[src/rtl/romulus_config_pkg.sv]
// Shared configuration for the Romulus LWC wrapper: core bus width and
// the recommended sizing of the public-data input buffer.
package romulus_config_pkg;

  localparam int BUSW = 32;

  localparam int PDI_FIFO_DEPTH = 8;

  // Pointer width for a power-of-two buffer depth; never less than one bit.
  function automatic int fifo_addr_width(input int depth);
    int w;
    w = $clog2(depth);
    if (w < 1) w = 1;
    return w;
  endfunction

  localparam int PDI_FIFO_ADDRW = fifo_addr_width(PDI_FIFO_DEPTH);

endpackage

[src/rtl/lwc_fifo_mem.sv]
// DEPTH x WIDTH register array with one synchronous write port and one
// asynchronous read port; contents are deliberately not reset.
module lwc_fifo_mem #(
  parameter int WIDTH = 33,
  parameter int DEPTH = 8,
  parameter int ADDRW = 3
) (
  input  logic             clk,
  input  logic             wr_en,
  input  logic [ADDRW-1:0] wr_addr,
  input  logic [WIDTH-1:0] wr_data,
  input  logic [ADDRW-1:0] rd_addr,
  output logic [WIDTH-1:0] rd_data
);

  logic [WIDTH-1:0] mem [DEPTH];

  always_ff @(posedge clk) begin
    if (wr_en) mem[wr_addr] <= wr_data;
  end

  assign rd_data = mem[rd_addr];

endmodule

[src/rtl/lwc_pdi_fifo.sv]
// First-word fall-through elastic buffer feeding the LWC core's pdi port.
// Fullness comes from the level counter, so pointers simply wrap.
module lwc_pdi_fifo #(
  parameter int BUSW  = romulus_config_pkg::BUSW,
  parameter int DEPTH = romulus_config_pkg::PDI_FIFO_DEPTH,
  parameter int ADDRW = romulus_config_pkg::fifo_addr_width(DEPTH)
) (
  input  logic            clk,
  input  logic            rst,
  input  logic [BUSW-1:0] in_data,
  input  logic            in_last,
  input  logic            in_valid,
  output logic            in_ready,
  output logic [BUSW-1:0] out_data,
  output logic            out_last,
  output logic            out_valid,
  input  logic            out_ready,
  output logic [ADDRW:0]  level
);

  localparam logic [ADDRW-1:0] PTR_ONE    = ADDRW'(1);
  localparam logic [ADDRW:0]   LVL_ONE    = (ADDRW+1)'(1);
  localparam logic [ADDRW:0]   FULL_LEVEL = (ADDRW+1)'(DEPTH);

  logic [ADDRW-1:0] wr_ptr;
  logic [ADDRW-1:0] rd_ptr;
  logic [BUSW:0]    rd_word;
  logic             push;
  logic             pop;

  // Handshake flags depend only on registered level, never on the opposite side.
  assign in_ready  = (level != FULL_LEVEL);
  assign out_valid = (level != '0);
  assign push      = in_valid & in_ready;
  assign pop       = out_valid & out_ready;

  always_ff @(posedge clk or posedge rst) begin
    if (rst) begin
      wr_ptr <= '0;
      rd_ptr <= '0;
      level  <= '0;
    end else begin
      if (push) wr_ptr <= wr_ptr + PTR_ONE;
      if (pop)  rd_ptr <= rd_ptr + PTR_ONE;
      case ({push, pop})
        2'b10:   level <= level + LVL_ONE;
        2'b01:   level <= level - LVL_ONE;
        default: level <= level;
      endcase
    end
  end

  lwc_fifo_mem #(
    .WIDTH (BUSW + 1),
    .DEPTH (DEPTH),
    .ADDRW (ADDRW)
  ) u_mem (
    .clk     (clk),
    .wr_en   (push),
    .wr_addr (wr_ptr),
    .wr_data ({in_last, in_data}),
    .rd_addr (rd_ptr),
    .rd_data (rd_word)
  );

  // The head is forced to zero while empty so stale array contents never leak out.
  assign out_data = out_valid ? rd_word[BUSW-1:0] : '0;
  assign out_last = out_valid ? rd_word[BUSW]     : 1'b0;

endmodule

[config.mk]
export PLATFORM = sky130hd
export DESIGN_NAME = lwc_pdi_fifo
export DESIGN_NICKNAME = d
export VERILOG_FILES = /design/src/rtl/romulus_config_pkg.sv /design/src/rtl/lwc_fifo_mem.sv /design/src/rtl/lwc_pdi_fifo.sv
export SDC_FILE = /design/constraint.sdc
export NUM_CORES = 1
export LEC_CHECK = 0
export ABC_AREA = 1
export BUFFER_PORTS_ARGS = -buffer_cell sky130_fd_sc_hd__buf_2
export CAP_MARGIN = 40
export CORE_UTILIZATION = 65
export DETAILED_ROUTE_END_ITERATION = 6
export PLACE_DENSITY = 0.85
export SETUP_SLACK_MARGIN = 0.05
export SYNTH_ARGS = -nofsm -noshare
export SYNTH_HDL_FRONTEND = slang
export SYNTH_HIERARCHICAL = 1
export SYNTH_SLANG_ARGS = --single-unit
[constraint.sdc]
create_clock -name clk -period 6.7 [get_ports clk]
set_input_delay 1.34 -clock clk [delete_from_list [all_inputs] [get_ports clk]]
set_output_delay 1.34 -clock clk [all_outputs]
set_load 0.02 [all_outputs]
# Word level (Yosys, flattened, before mapping)
# Memory sizes are Yosys's and may differ from the RTL's.
# Cells that the tools add are included.
# totals
register_bits,10
ramBits,264
in_bits,37
output_inout_bits,39
elab_cells,20
mem_count,1
# mem_list
name,depth,width,rd,rd_clocked_by_memory_dff,write_ports,line_no,text
u_mem.mem,8,33,1,0,1,lwc_fifo_mem.sv:16,logic [WIDTH-1:0] mem [DEPTH];
# op_classes
n_addsub,4
eq_ne,3
n_mux,5
bitwise_logic,2
n_reduce_logical,2
# op_table
operator,n
$mux 32,1
$pmux 4 s2,1
$add 3x1->3 const B,2
$add 4x1->4 const B,1
$ne 4x4->1 const B,1
$reduce_bool 4->1,1
$sub 4x1->4 const B,1
$mux 1,3
$and 1x1->1,2
$eq 2x1->1 const B,1
$eq 2x2->1 const B,1
$reduce_bool 2->1,1

# Logic depth before layout (Yosys ltp)
# Gate-level depths: netlist of the first run.
# depth
depth_word,4
ltp_mapped,12
ltp_nobuf,12

# By module
# Netlist of the first run, hierarchy kept.
# modules_own_cells
mod,n_inst,cells_per_inst,area_per_inst_um2,seq_area_each_um2
lwc_fifo_mem,1,1159,11566.1,7927.6
lwc_pdi_fifo,1,134,855.8,250.2

# Worst setup path after synthesis of the first run
# Ideal clock, no wire load.
# synth_path
path_type,input -> register
from,input in_valid
to,"memory u_mem.mem[1][0], enable pin"
setup_ns,0.423
t_arrival_ns,3.011
required_ns,6.277
path_slack_ns,3.266
stages,4
n_path_buf,0
cell_sequence,nand2_4 > inv_1 > nand2_1 > nor2_1
# synth_via
elab_chain_len,3
# synth_rtl
element,line_no,text
from (decl),lwc_pdi_fifo.sv:12,"input logic in_valid,"
$and 1x1->1,lwc_pdi_fifo.sv:34,assign push = in_valid & in_ready;
net push,lwc_pdi_fifo.sv:28,logic push;
$mux 1,lwc_fifo_mem.sv:19,if (wr_en) mem[wr_addr] <= wr_data;
$mux 1 (implied by the code),lwc_fifo_mem.sv:19,
to (decl),lwc_fifo_mem.sv:16,
# The timed path passes the listed nets, and every way through them passes these cells.

# Worst setup path after layout of the first run
# layout_path
from,register rd_ptr[0]
to,output out_data[12]
# layout_via
elab_chain_len,2
# layout_rtl
element,line_no,text
from (decl),lwc_pdi_fifo.sv:26,logic [ADDRW-1:0] rd_ptr;
from (signal assigned),lwc_pdi_fifo.sv:44,if (pop) rd_ptr <= rd_ptr + PTR_ONE;
$mem_v2 8x33,n/a,
net rd_word[12],lwc_pdi_fifo.sv:27,logic [BUSW:0] rd_word;
$mux 32,lwc_pdi_fifo.sv:67,assign out_data = out_valid ? rd_word[BUSW-1:0] : '0;
to (decl),lwc_pdi_fifo.sv:14,"output logic [BUSW-1:0] out_data,"
# The timed path passes the listed nets, and every way through them passes these cells.

==> impl_metrics.xml, run 1 <==
<?xml version="1.0" encoding="UTF-8"?>
<metrics>
  <group name="worst_setup_path">
    <metric name="setup.worst_path.start_class" unit="">register</metric>
    <metric name="r2r_setup_slack" unit="ps">4350</metric>
    <metric name="crit_type" unit="">register to output pin</metric>
    <metric name="worstPathRequired" unit="ps">5360</metric>
    <metric name="worst_setup_path_end_kind" unit="">output pin</metric>
    <metric name="crit_path_max_fanout" unit="">72</metric>
    <metric name="reg2reg_depth" unit="">7</metric>
    <metric name="cp_data_arrival_time" unit="ps">3100</metric>
  </group>
  <group name="route">
    <metric name="route.detailed.vias_per_inst" unit="">5.329</metric>
    <metric name="drtPass1Iterations" unit="">5</metric>
    <metric name="routed_wire_length_per_instance" unit="µm">16.61</metric>
    <metric name="detailedRoute.firstIterationViolations" unit="">670</metric>
    <metric name="detail_route.drc_violations" unit="">0</metric>
    <metric name="drtAntennaViolNets" unit="">0</metric>
    <metric name="vias" unit="">8601</metric>
    <metric name="finalWirelength" unit="mm">26.81</metric>
  </group>
  <group name="timing">
    <metric name="fin_crit_sh" unit="%">66.27</metric>
    <metric name="timing.slew.headroom" unit="%">44.04</metric>
    <metric name="fin_worst_hold_slack" unit="ps">550.1</metric>
    <metric name="finalSetupTns" unit="ps">0</metric>
    <metric name="timing.final.setup_violations" unit="">0</metric>
    <metric name="finalHoldViolations" unit="">0</metric>
    <metric name="timing.final.crit_period" unit="ps">4440</metric>
    <metric name="maxSlewViolCount" unit="">0</metric>
    <metric name="rsz0062_at_grt" unit="">no</metric>
    <metric name="maxClockFrequency" unit="GHz">0.2252</metric>
    <metric name="worst_pin_slew" unit="ps">839.5</metric>
    <metric name="skew" unit="ps">6.238</metric>
  </group>
  <group name="place">
    <metric name="place_hpwl" unit="mm">14.17</metric>
    <metric name="port_buffers" unit="">75</metric>
    <metric name="placed_cell_area" unit="mm²">0.01298</metric>
    <metric name="globalplace.congestion" unit="">0.7767</metric>
  </group>
  <group name="power">
    <metric name="internal_power" unit="mW">3.839</metric>
    <metric name="static_leak" unit="nW">6.641</metric>
    <metric name="pwr-share-clk" unit="%">25.1</metric>
    <metric name="p_total" unit="mW">6.278</metric>
    <metric name="ir_drop" unit="V">0.0003117</metric>
    <metric name="seq_power_share" unit="%">36.0</metric>
    <metric name="power.share.combinational" unit="%">38.9</metric>
    <metric name="p_switching" unit="mW">2.439</metric>
    <metric name="switching_share" unit="%">38.85</metric>
    <metric name="power_density" unit="mW/mm²">451.5</metric>
  </group>
  <group name="synthesis">
    <metric name="synth_largest_area_cell" unit="">sky130_fd_sc_hd__edfxtp_1</metric>
    <metric name="syn-cell-area" unit="mm²">0.01242</metric>
    <metric name="synth_cell_type_count" unit="">21</metric>
    <metric name="yosys.area.top_type_share" unit="%">63.82</metric>
    <metric name="post_synthesis_net_count" unit="">1336</metric>
    <metric name="synth-seq-cells" unit="">274</metric>
    <metric name="dominant_cells_by_area_after_synthesis" unit="">sky130_fd_sc_hd__edfxtp_1, sky130_fd_sc_hd__nand2_1, sky130_fd_sc_hd__inv_1</metric>
    <metric name="yosys_warnings" unit="">6</metric>
    <metric name="synthesis.instances" unit="">1293</metric>
    <metric name="synth_sequential_area_ratio" unit="%">65.83</metric>
    <metric name="synthesis.area_per_instance" unit="µm²">9.607</metric>
  </group>
  <group name="global_route">
    <metric name="grt-ovfl-total" unit="">0</metric>
    <metric name="track_usage" unit="%">28.29</metric>
    <metric name="grt_pass1_wl" unit="mm">42.72</metric>
    <metric name="grt_start_max_net_pins" unit="">79</metric>
    <metric name="grt_pass1_vias" unit="">8710</metric>
    <metric name="antenna_found_initial" unit="">1</metric>
  </group>
  <group name="clock_network">
    <metric name="clk_pin_slew_worst_paths" unit="ps">70</metric>
    <metric name="cts_sinks" unit="">274</metric>
    <metric name="clkLatencyLatePin" unit="ps">530</metric>
    <metric name="cts.path.max_buffers" unit="">3</metric>
    <metric name="clock_tree.root_cell" unit="">sky130_fd_sc_hd__clkbuf_16</metric>
    <metric name="post_cts_resized" unit="">0</metric>
    <metric name="cts_setup_buffers" unit="">0</metric>
    <metric name="cts_hold_buffers" unit="">0</metric>
    <metric name="h-tree-depth" unit="">1</metric>
    <metric name="cts_tree" unit="">built</metric>
    <metric name="cts_made_buffers" unit="">26</metric>
  </group>
  <group name="floorplanning">
    <metric name="ios" unit="">76</metric>
    <metric name="dieArea" unit="mm²">0.01967</metric>
    <metric name="coreArea" unit="mm²">0.01871</metric>
    <metric name="number_of_cell_rows" unit="">50</metric>
    <metric name="die_width" unit="µm">140.2</metric>
    <metric name="initial_core_util" unit="%">66.41</metric>
    <metric name="die_height" unit="µm">140.2</metric>
  </group>
  <group name="worst_hold_path">
    <metric name="hp-class" unit="">register to register</metric>
    <metric name="min_delay_path_depth" unit="">1</metric>
  </group>
  <group name="final_layout">
    <metric name="finish.instance_area" unit="mm²">0.01391</metric>
    <metric name="filler_cell_count" unit="">1195</metric>
    <metric name="sequential_standard_cell_area" unit="mm²">0.008183</metric>
    <metric name="final_net_count" unit="">1402</metric>
    <metric name="syn_to_final_growth" unit="%">11.96</metric>
    <metric name="drive_above_1_share" unit="%">10.73</metric>
    <metric name="multi_input_gate_area_in_the_final_layout" unit="mm²">0.002790</metric>
  </group>
  <group name="run">
    <metric name="cap_violations" unit="">0</metric>
  </group>
  <group name="outcome">
    <metric name="run_status" unit="">complete, no violations</metric>
  </group>
</metrics>
power groups by stage:
stage | clock [mW] | combinational, mW | sequential [mW]
2_1_floorplan | 0 | 1.77 | 2.27
3_3_place_gp | 0 | 2.29 | 2.28
3_5_place_dp | 0 | 2.40 | 2.29
4_1_cts | 1.59 | 2.44 | 2.26
5_1_grt | 1.65 | 2.71 | 2.28
6_report | 1.58 | 2.44 | 2.26
sequential cells by signal (all words and copies together) (netlist names):
register,flops
u_mem/mem,264
level,4
rd_ptr,3
wr_ptr,3
worst max-delay path, stage by stage, from the launching register on:
cell and delay (ps):
sky130_fd_sc_hd__dfrtp_4 630, sky130_fd_sc_hd__clkinv_2 420, sky130_fd_sc_hd__buf_4 410, sky130_fd_sc_hd__buf_16 270
sky130_fd_sc_hd__nand2_1 100, sky130_fd_sc_hd__nand3_1 70, sky130_fd_sc_hd__nand2_1 100, sky130_fd_sc_hd__nand2_1 60
sky130_fd_sc_hd__nand2_1 100, sky130_fd_sc_hd__inv_1 50, sky130_fd_sc_hd__nor2_1 120, sky130_fd_sc_hd__buf_2 190
cells in the final DEF, fill, tap and decap left out, types with 2 or more instances in the layout:
cell type                   netlist  final
sky130_fd_sc_hd__nand3_1        135    135
sky130_fd_sc_hd__clkbuf_1         7      3
sky130_fd_sc_hd__clkinv_2         0      7
sky130_fd_sc_hd__dfrtp_1         10      8
sky130_fd_sc_hd__ha_1             5      5
sky130_fd_sc_hd__nand2_1        455    455
sky130_fd_sc_hd__clkbuf_16        0     27
sky130_fd_sc_hd__clkinv_1         0      6
sky130_fd_sc_hd__inv_2            2      2
sky130_fd_sc_hd__bufinv_16        0      6
sky130_fd_sc_hd__o21ai_0          4      4
sky130_fd_sc_hd__xnor2_1          5      5
sky130_fd_sc_hd__edfxtp_1       264    264
sky130_fd_sc_hd__buf_16           0      2
sky130_fd_sc_hd__inv_1          312    310
sky130_fd_sc_hd__buf_2           28     75
sky130_fd_sc_hd__buf_4            1     14
sky130_fd_sc_hd__nor2_4           0      8
sky130_fd_sc_hd__nor2_1          42     34
area by class of cell:
type	instances	share of cell area (%)
Sequential cell	274	58.84
Clock inverter	18	1.700
Clock buffer	30	4.939
Multi-Input combinational cell	652	20.06
Inverter	314	8.484
Antenna cell	1	0.01799
Timing Repair Buffer	91	3.851
Tap cell	234	2.105
per-stage QoR:
stage	instances	setup WS [ps]	utilization (%)
2_1_floorplan	1293	3266	-
3_3_place_gp	1563	2803	69.10
3_5_place_dp	1565	2856	69.40
4_1_cts	1613	2257	74.33
5_1_grt	1614	2059	74.35
6_report	1614	2260	74.35
layer usage:
metal | global-route usage, % | up-vias | share of wire [%]
li1 | - | 4089 | -
met1 | 34.23 | 4037 | 37
met2 | 50.61 | 404 | 52
met3 | 3.897 | 71 | 8.0
met4 | 12.84 | 0 | 2.8
met5 | 0 | - | 0
cell families after synthesis:
group	share of synthesized area [%]
AOI/OAI and AO/OA	0.1612
adders and majority gates	0.6648
and+or+nand+nor	20.73
xor gates and xnor gates	0.4230
DFF	65.83
buffers and inverters	12.19
worst paths after layout:
kind | end | from
hold reg to reg | level[0] | level[0]
hold / removal | level[0] | level[0]
min in group asynchronous | rd_ptr[0] | rst
setup / recovery | out_data[12] | rd_ptr[0]
setup reg to reg | u_mem/mem[3][10] | level[1]
max in group asynchronous | rd_ptr[0] | rst
synth_stat cells, drive strengths merged:
library cell,n
ha,5
xor2,1
edfxtp,264
clkbuf,7
nand3,136
nor2,43
inv,314
o21ai,4
nand2,456
or2,1
xnor2,5
dfrtp,10
buf,46
fa,1
(Power assumes the default switching activity.)
==> run 2: changes to the inputs <==
CORE_UTILIZATION = 61   (was 65)
PLACE_DENSITY = 0.81   (was 0.85)
clock period = 4.1 ns   (was 6.7 ns; I/O delays follow)
==> run 2 against run 1 <==
  * Hold slack lost 230 ps
  * Setup slack got worse by 1400 ps
  * Total power increased by 62%
  * Critical endpoint is now out_last
  * Utilization down 3.6 points
  * Register-to-register slack worse by 2600 ps
  * Die area up 6.5%
  * Critical path depth decreased by 2
  * Global-route usage is 2.0 points lower
  * Clock power grew 59%
==> impl_metrics.xml, run 2 (synthesized netlist as in run 1, its figures left out) <==
<?xml version="1.0" encoding="UTF-8"?>
<metrics>
  <group name="worst_hold_path">
    <metric name="hp-class" unit="">primary input to asynchronous set/reset pin</metric>
  </group>
  <group name="power">
    <metric name="power.share.combinational" unit="%">39.6</metric>
    <metric name="p_switching" unit="mW">3.964</metric>
    <metric name="internal_power" unit="mW">6.232</metric>
    <metric name="p_total" unit="mW">10.20</metric>
    <metric name="seq_power_share" unit="%">35.8</metric>
    <metric name="switching_share" unit="%">38.88</metric>
    <metric name="pwr-share-clk" unit="%">24.6</metric>
    <metric name="ir_drop" unit="V">0.0004689</metric>
    <metric name="static_leak" unit="nW">6.655</metric>
    <metric name="power_density" unit="mW/mm²">730.7</metric>
  </group>
  <group name="timing">
    <metric name="maxClockFrequency" unit="GHz">0.3132</metric>
    <metric name="skew" unit="ps">6.326</metric>
    <metric name="fin_crit_sh" unit="%">77.89</metric>
    <metric name="rsz0062_at_grt" unit="">no</metric>
    <metric name="finalHoldViolations" unit="">0</metric>
    <metric name="timing.slew.headroom" unit="%">43.33</metric>
    <metric name="maxSlewViolCount" unit="">0</metric>
    <metric name="finalSetupTns" unit="ps">0</metric>
    <metric name="worst_pin_slew" unit="ps">849.0</metric>
    <metric name="timing.final.setup_violations" unit="">0</metric>
    <metric name="timing.final.crit_period" unit="ps">3193</metric>
  </group>
  <group name="global_route">
    <metric name="antenna_found_initial" unit="">0</metric>
    <metric name="track_usage" unit="%">26.25</metric>
    <metric name="grt_pass1_wl" unit="mm">41.13</metric>
    <metric name="grt_pass1_vias" unit="">8215</metric>
    <metric name="grt_start_max_net_pins" unit="">135</metric>
    <metric name="grt-ovfl-total" unit="">0</metric>
  </group>
  <group name="place">
    <metric name="place_hpwl" unit="mm">14.28</metric>
    <metric name="placed_cells_incl_taps" unit="">1600</metric>
    <metric name="globalplace.congestion" unit="">0.7436</metric>
    <metric name="placed_cell_area" unit="mm²">0.01305</metric>
    <metric name="port_buffers" unit="">75</metric>
  </group>
  <group name="worst_setup_path">
    <metric name="crit_path_max_fanout" unit="">19</metric>
    <metric name="rr_endpoint" unit="">u_mem/mem[5][4]</metric>
    <metric name="worstPathRequired" unit="ps">3280</metric>
    <metric name="reg2reg_depth" unit="">7</metric>
    <metric name="timing.rr.start" unit="">level[1]</metric>
    <metric name="crit_type" unit="">register to output pin</metric>
    <metric name="cp_data_arrival_time" unit="ps">2370</metric>
    <metric name="worst_setup_path_end_kind" unit="">output pin</metric>
    <metric name="r2r_setup_slack" unit="ps">1730</metric>
    <metric name="setup.worst_path.start_class" unit="">register</metric>
  </group>
  <group name="final_layout">
    <metric name="syn_to_final_growth" unit="%">12.34</metric>
    <metric name="multi_input_gate_area_in_the_final_layout" unit="mm²">0.002790</metric>
    <metric name="mostFrequentLayoutCell" unit="">sky130_fd_sc_hd__nand2_1</metric>
    <metric name="largestRegisters" unit="">u_mem/mem x264, level x4</metric>
    <metric name="finish.instance_area" unit="mm²">0.01395</metric>
    <metric name="register_with_the_most_flip_flops" unit="">u_mem/mem</metric>
    <metric name="mostFrequentLayoutCells" unit="">sky130_fd_sc_hd__nand2_1, sky130_fd_sc_hd__inv_1, sky130_fd_sc_hd__edfxtp_1, sky130_fd_sc_hd__nand3_1, sky130_fd_sc_hd__buf_2</metric>
    <metric name="final-instance-count-excl-fill" unit="">1651</metric>
    <metric name="final_net_count" unit="">1407</metric>
    <metric name="drive_above_1_share" unit="%">10.91</metric>
    <metric name="sequential_standard_cell_area" unit="mm²">0.008183</metric>
    <metric name="max_ffs_per_register" unit="">264</metric>
    <metric name="filler_cell_count" unit="">1343</metric>
  </group>
  <group name="floorplanning">
    <metric name="ios" unit="">76</metric>
    <metric name="coreArea" unit="mm²">0.01972</metric>
    <metric name="initial_core_util" unit="%">63.00</metric>
    <metric name="dieArea" unit="mm²">0.02094</metric>
    <metric name="die_height" unit="µm">144.7</metric>
    <metric name="number_of_cell_rows" unit="">51</metric>
    <metric name="die_width" unit="µm">144.7</metric>
  </group>
  <group name="clock_network">
    <metric name="cts.path.max_buffers" unit="">3</metric>
    <metric name="cts_setup_buffers" unit="">0</metric>
    <metric name="post_cts_resized" unit="">0</metric>
    <metric name="h-tree-depth" unit="">1</metric>
    <metric name="cts_hold_buffers" unit="">0</metric>
    <metric name="clock_tree.root_cell" unit="">sky130_fd_sc_hd__clkbuf_16</metric>
    <metric name="cts_made_buffers" unit="">27</metric>
    <metric name="clk_pin_slew_worst_paths" unit="ps">60</metric>
    <metric name="cts_tree" unit="">built</metric>
    <metric name="clkLatencyLatePin" unit="ps">520</metric>
    <metric name="cts_sinks" unit="">274</metric>
  </group>
  <group name="route">
    <metric name="drtPass1Iterations" unit="">5</metric>
    <metric name="vias" unit="">8406</metric>
    <metric name="drtAntennaViolNets" unit="">0</metric>
    <metric name="finalWirelength" unit="mm">26.21</metric>
    <metric name="routed_wire_length_per_instance" unit="µm">15.88</metric>
    <metric name="route.detailed.vias_per_inst" unit="">5.091</metric>
    <metric name="detail_route.drc_violations" unit="">0</metric>
    <metric name="detailedRoute.firstIterationViolations" unit="">710</metric>
  </group>
  <group name="run">
    <metric name="cap_violations" unit="">0</metric>
  </group>
  <group name="outcome">
    <metric name="run_status" unit="">complete, no violations</metric>
  </group>
</metrics>
[run 2: cell count changes in the layout (fill, tap and decap cells not counted), sizes merged]
cell      previous run  this run
buf                 91        95
bufinv               6         5
clkinv              13        14
clkinvlp             1         0
diode                1         2
inv                312       314
[run 2: layer usage]
metal  wire length, µm  GRT usage (%)
met3              1888          3.784
met1             10370          33.07
met4               709          11.08
met5                 0              0
met2             13240          45.57
[run 2: how the worst max path moves through the flow]
| stage | end | slack (ps) | cells after the start | from |
|---|---|---|---|---|
| 3_3_place_gp | out_last | 1530 | 9 | rd_ptr[1] |
| 2_1_floorplan | u_mem/mem[1][0] | 1140 | 6 | level[1] |
| 5_1_grt | out_data[21] | 760 | 10 | rd_ptr[0] |
| 6_report | out_last | 910 | 9 | rd_ptr[1] |
| 3_5_place_dp | u_mem/mem[5][10] | 1470 | 6 | in_valid |
| 4_1_cts | out_data[21] | 900 | 10 | rd_ptr[0] |
[run 2: area by class of cell]
| type | count | share of cell area [%] |
|---|---|---|
| flip-flops and latches | 274 | 58.64 |
| multi-input cells | 652 | 19.99 |
| inverters | 314 | 8.455 |
| clock buffers | 30 | 4.922 |
| repair buffers | 95 | 4.035 |
| well taps | 265 | 2.376 |
| clock inverters | 19 | 1.542 |
| diodes | 2 | 0.03586 |
[run 2: through the flow]
step / hold slack (ps) / utilization (%) / worst slack (ps)
after global routing: 343.3 / 70.75 / 759.6
after floorplan: 474.4 / - / 1135
after global placement: 524.6 / 66.17 / 1534
final: 317.9 / 70.77 / 906.6
after CTS: 318.2 / 70.75 / 899.2
after detailed placement: 534.1 / 66.17 / 1468
[run 2: power by group through the flow]
stage / clock network (mW) / registers (mW) / logic [mW]
3_5_place_dp: 0 / 3.70 / 4.01
5_1_grt: 2.64 / 3.68 / 4.52
2_1_floorplan: 0 / 3.71 / 2.89
6_report: 2.51 / 3.65 / 4.04
3_3_place_gp: 0 / 3.69 / 3.92
4_1_cts: 2.53 / 3.65 / 4.06
[run 2: critical path, cell delays in order (launching register included)]
cell,delay (ps)
sky130_fd_sc_hd__dfrtp_2,420
sky130_fd_sc_hd__inv_2,280
sky130_fd_sc_hd__buf_4,350
sky130_fd_sc_hd__nand3_1,120
sky130_fd_sc_hd__nand2_1,90
sky130_fd_sc_hd__nand2_1,70
sky130_fd_sc_hd__nand2_1,90
sky130_fd_sc_hd__inv_1,40
sky130_fd_sc_hd__nor2_1,180
sky130_fd_sc_hd__buf_2,210
==> run 3: changes to the inputs <==
CORE_UTILIZATION = 55   (was 61)
PLACE_DENSITY = 0.77   (was 0.81)
clock period = 2.9 ns   (was 4.1 ns; I/O delays follow)
==> run 3 against run 2 <==
  * The flow now finishes with violations (DRC)
  * Utilization decreased by 5.5 points
  * Final cell count increased by 1.8%
  * Total power increased by 47%
  * Non-clock buffer count increased by 12
  * Clock skew increased by 5.0 ps
  * Register-to-register slack got worse by 1200 ps
  * Via count about the same
  * Design area increased by 2.8%
  * First-iteration DRC count decreased by 0.42%
==> impl_metrics.xml, run 3 (synthesized netlist as in run 1, its figures left out) <==
<?xml version="1.0" encoding="UTF-8"?>
<metrics>
  <group name="clock_network">
    <metric name="cts_tree" unit="">built</metric>
    <metric name="h-tree-depth" unit="">1</metric>
    <metric name="cts_sinks" unit="">274</metric>
    <metric name="cts_made_buffers" unit="">28</metric>
    <metric name="cts_hold_buffers" unit="">0</metric>
    <metric name="cts.path.max_buffers" unit="">3</metric>
    <metric name="clock_tree.root_cell" unit="">sky130_fd_sc_hd__clkbuf_16</metric>
    <metric name="clkLatencyLatePin" unit="ps">540</metric>
    <metric name="clk_pin_slew_worst_paths" unit="ps">60</metric>
  </group>
  <group name="outcome">
    <metric name="run_status" unit="">finished, violations left</metric>
    <metric name="failed_checks" unit="">DRC</metric>
  </group>
  <group name="floorplanning">
    <metric name="coreArea" unit="mm²">0.02196</metric>
    <metric name="number_of_cell_rows" unit="">54</metric>
    <metric name="die_height" unit="µm">152.3</metric>
    <metric name="initial_core_util" unit="%">56.57</metric>
    <metric name="ios" unit="">76</metric>
    <metric name="die_width" unit="µm">152.3</metric>
    <metric name="dieArea" unit="mm²">0.02319</metric>
  </group>
  <group name="final_layout">
    <metric name="mostFrequentLayoutCells" unit="">sky130_fd_sc_hd__nand2_1, sky130_fd_sc_hd__inv_1, sky130_fd_sc_hd__edfxtp_1, sky130_fd_sc_hd__nand3_1, sky130_fd_sc_hd__buf_2</metric>
    <metric name="sequential_standard_cell_area" unit="mm²">0.008185</metric>
    <metric name="mostFrequentLayoutCell" unit="">sky130_fd_sc_hd__nand2_1</metric>
    <metric name="register_with_the_most_flip_flops" unit="">u_mem/mem</metric>
    <metric name="final_core_utilization" unit="%">65.30</metric>
    <metric name="max_ffs_per_register" unit="">264</metric>
    <metric name="largestRegisters" unit="">u_mem/mem x264, level x4</metric>
    <metric name="final-instance-count-excl-fill" unit="">1681</metric>
    <metric name="filler_cell_count" unit="">1609</metric>
    <metric name="drive_above_1_share" unit="%">12.08</metric>
    <metric name="final_net_count" unit="">1420</metric>
    <metric name="syn_to_final_growth" unit="%">15.43</metric>
    <metric name="multi_input_gate_area_in_the_final_layout" unit="mm²">0.002790</metric>
    <metric name="finish.instance_area" unit="mm²">0.01434</metric>
  </group>
  <group name="worst_setup_path">
    <metric name="critPathLaunch" unit="">rd_ptr[0]</metric>
    <metric name="timing.rr.start" unit="">level[1]</metric>
    <metric name="setup.worst_path.start_class" unit="">register</metric>
    <metric name="worstPathRequired" unit="ps">2320</metric>
    <metric name="worst_setup_path_end_kind" unit="">output pin</metric>
    <metric name="cp-endpoint" unit="">out_data[0]</metric>
    <metric name="crit_path_max_fanout" unit="">62</metric>
    <metric name="r2r_setup_slack" unit="ps">520</metric>
    <metric name="cp_data_arrival_time" unit="ps">2170</metric>
    <metric name="crit_type" unit="">register to output pin</metric>
    <metric name="rr_endpoint" unit="">level[3]</metric>
    <metric name="reg2reg_depth" unit="">11</metric>
  </group>
  <group name="power">
    <metric name="p_total" unit="mW">15.02</metric>
    <metric name="static_leak" unit="nW">6.804</metric>
    <metric name="ir_drop" unit="V">0.0007648</metric>
    <metric name="power_density" unit="mW/mm²">1047</metric>
  </group>
  <group name="timing">
    <metric name="fin_worst_hold_slack" unit="ps">50.75</metric>
    <metric name="timing.slew.headroom" unit="%">65.22</metric>
    <metric name="fin_crit_sh" unit="%">94.81</metric>
    <metric name="maxSlewViolCount" unit="">0</metric>
    <metric name="finalHoldViolations" unit="">0</metric>
    <metric name="timing.final.crit_period" unit="ps">2749</metric>
    <metric name="finalSetupTns" unit="ps">0</metric>
    <metric name="skew" unit="ps">11.37</metric>
    <metric name="rsz0062_at_grt" unit="">no</metric>
    <metric name="timing.final.setup_violations" unit="">0</metric>
    <metric name="maxClockFrequency" unit="GHz">0.3637</metric>
    <metric name="setup_ws" unit="ps">150.6</metric>
    <metric name="worst_pin_slew" unit="ps">520.4</metric>
  </group>
  <group name="global_route">
    <metric name="track_usage" unit="%">22.81</metric>
    <metric name="antenna_found_initial" unit="">1</metric>
    <metric name="grt_start_max_net_pins" unit="">86</metric>
    <metric name="grt_pass1_wl" unit="mm">41.18</metric>
    <metric name="grt_pass1_vias" unit="">8012</metric>
    <metric name="grt-ovfl-total" unit="">0</metric>
  </group>
  <group name="route">
    <metric name="vias" unit="">8405</metric>
    <metric name="detailedRoute.firstIterationViolations" unit="">707</metric>
    <metric name="finalWirelength" unit="mm">26.04</metric>
    <metric name="routed_wire_length_per_instance" unit="µm">15.49</metric>
    <metric name="drtPass1Iterations" unit="">7</metric>
    <metric name="detail_route.drc_violations" unit="">14</metric>
    <metric name="route.detailed.vias_per_inst" unit="">5.000</metric>
    <metric name="drtAntennaViolNets" unit="">0</metric>
  </group>
  <group name="run">
    <metric name="cap_violations" unit="">0</metric>
  </group>
  <group name="place">
    <metric name="globalplace.congestion" unit="">0.7561</metric>
    <metric name="port_buffers" unit="">75</metric>
    <metric name="place_ws" unit="ps">452.2</metric>
    <metric name="placed_cells_incl_taps" unit="">1619</metric>
    <metric name="place_hpwl" unit="mm">14.80</metric>
    <metric name="placed_cell_area" unit="mm²">0.01321</metric>
  </group>
  <group name="worst_hold_path">
    <metric name="hp-class" unit="">primary input to asynchronous set/reset pin</metric>
  </group>
</metrics>
==> run 3: how the worst min path moves through the flow <==
stage	start	endpoint	slack [ps]	cells after the start
CTS	rst	level[1]	60	2
finish	rst	wr_ptr[0]	50	2
global placement	wr_ptr[0]	wr_ptr[0]	510	1
floorplan	rst	level[0]	420	1
global route	rst	wr_ptr[0]	70	2
detailed placement	wr_ptr[0]	wr_ptr[0]	530	1
==> run 3: layout make-up <==
class,instances,area share [%]
clock inverter,13,1.466
multi-input combinational,652,19.46
clock buffer,39,5.602
sequential,274,57.09
antenna,2,0.03490
timing repair buffer,107,5.567
tap,280,2.443
inverter,314,8.342
==> run 3: per-layer routing <==
metal	track usage [%]	share of wire, %	wire length, µm	up-vias
li1	-	-	-	4140
met1	29.99	41	10790	3929
met2	39.68	50	12960	294
met3	2.673	6.7	1740	42
met4	7.434	2.1	552	0
met5	0	0	0	-
==> run 3: timing repair <==
item	4_1_cts	5_1_grt
setup buffers	1	6
gates resized for setup	5	3
gates cloned	1	0
setup endpoints to repair	31	29
==> run 3: critical path, stage by stage (launching register included) <==
cell and delay, ps:
sky130_fd_sc_hd__dfrtp_4 530, sky130_fd_sc_hd__clkinv_4 140, sky130_fd_sc_hd__buf_12 280, sky130_fd_sc_hd__nand2_1 100, sky130_fd_sc_hd__nand3_1 80, sky130_fd_sc_hd__nand2_1 50
sky130_fd_sc_hd__nand2_1 70, sky130_fd_sc_hd__nand2_1 100, sky130_fd_sc_hd__inv_1 60, sky130_fd_sc_hd__nor2_1 40, sky130_fd_sc_hd__buf_2 150
==> run 3: report_power, final <==
group	internal [mW]	leakage (nW)	switching, mW
Sequential	4.97	2.52	0.218
Combinational	1.95	3.80	4.02
Clock	2.39	0.485	1.47
Total	9.31	6.80	5.71
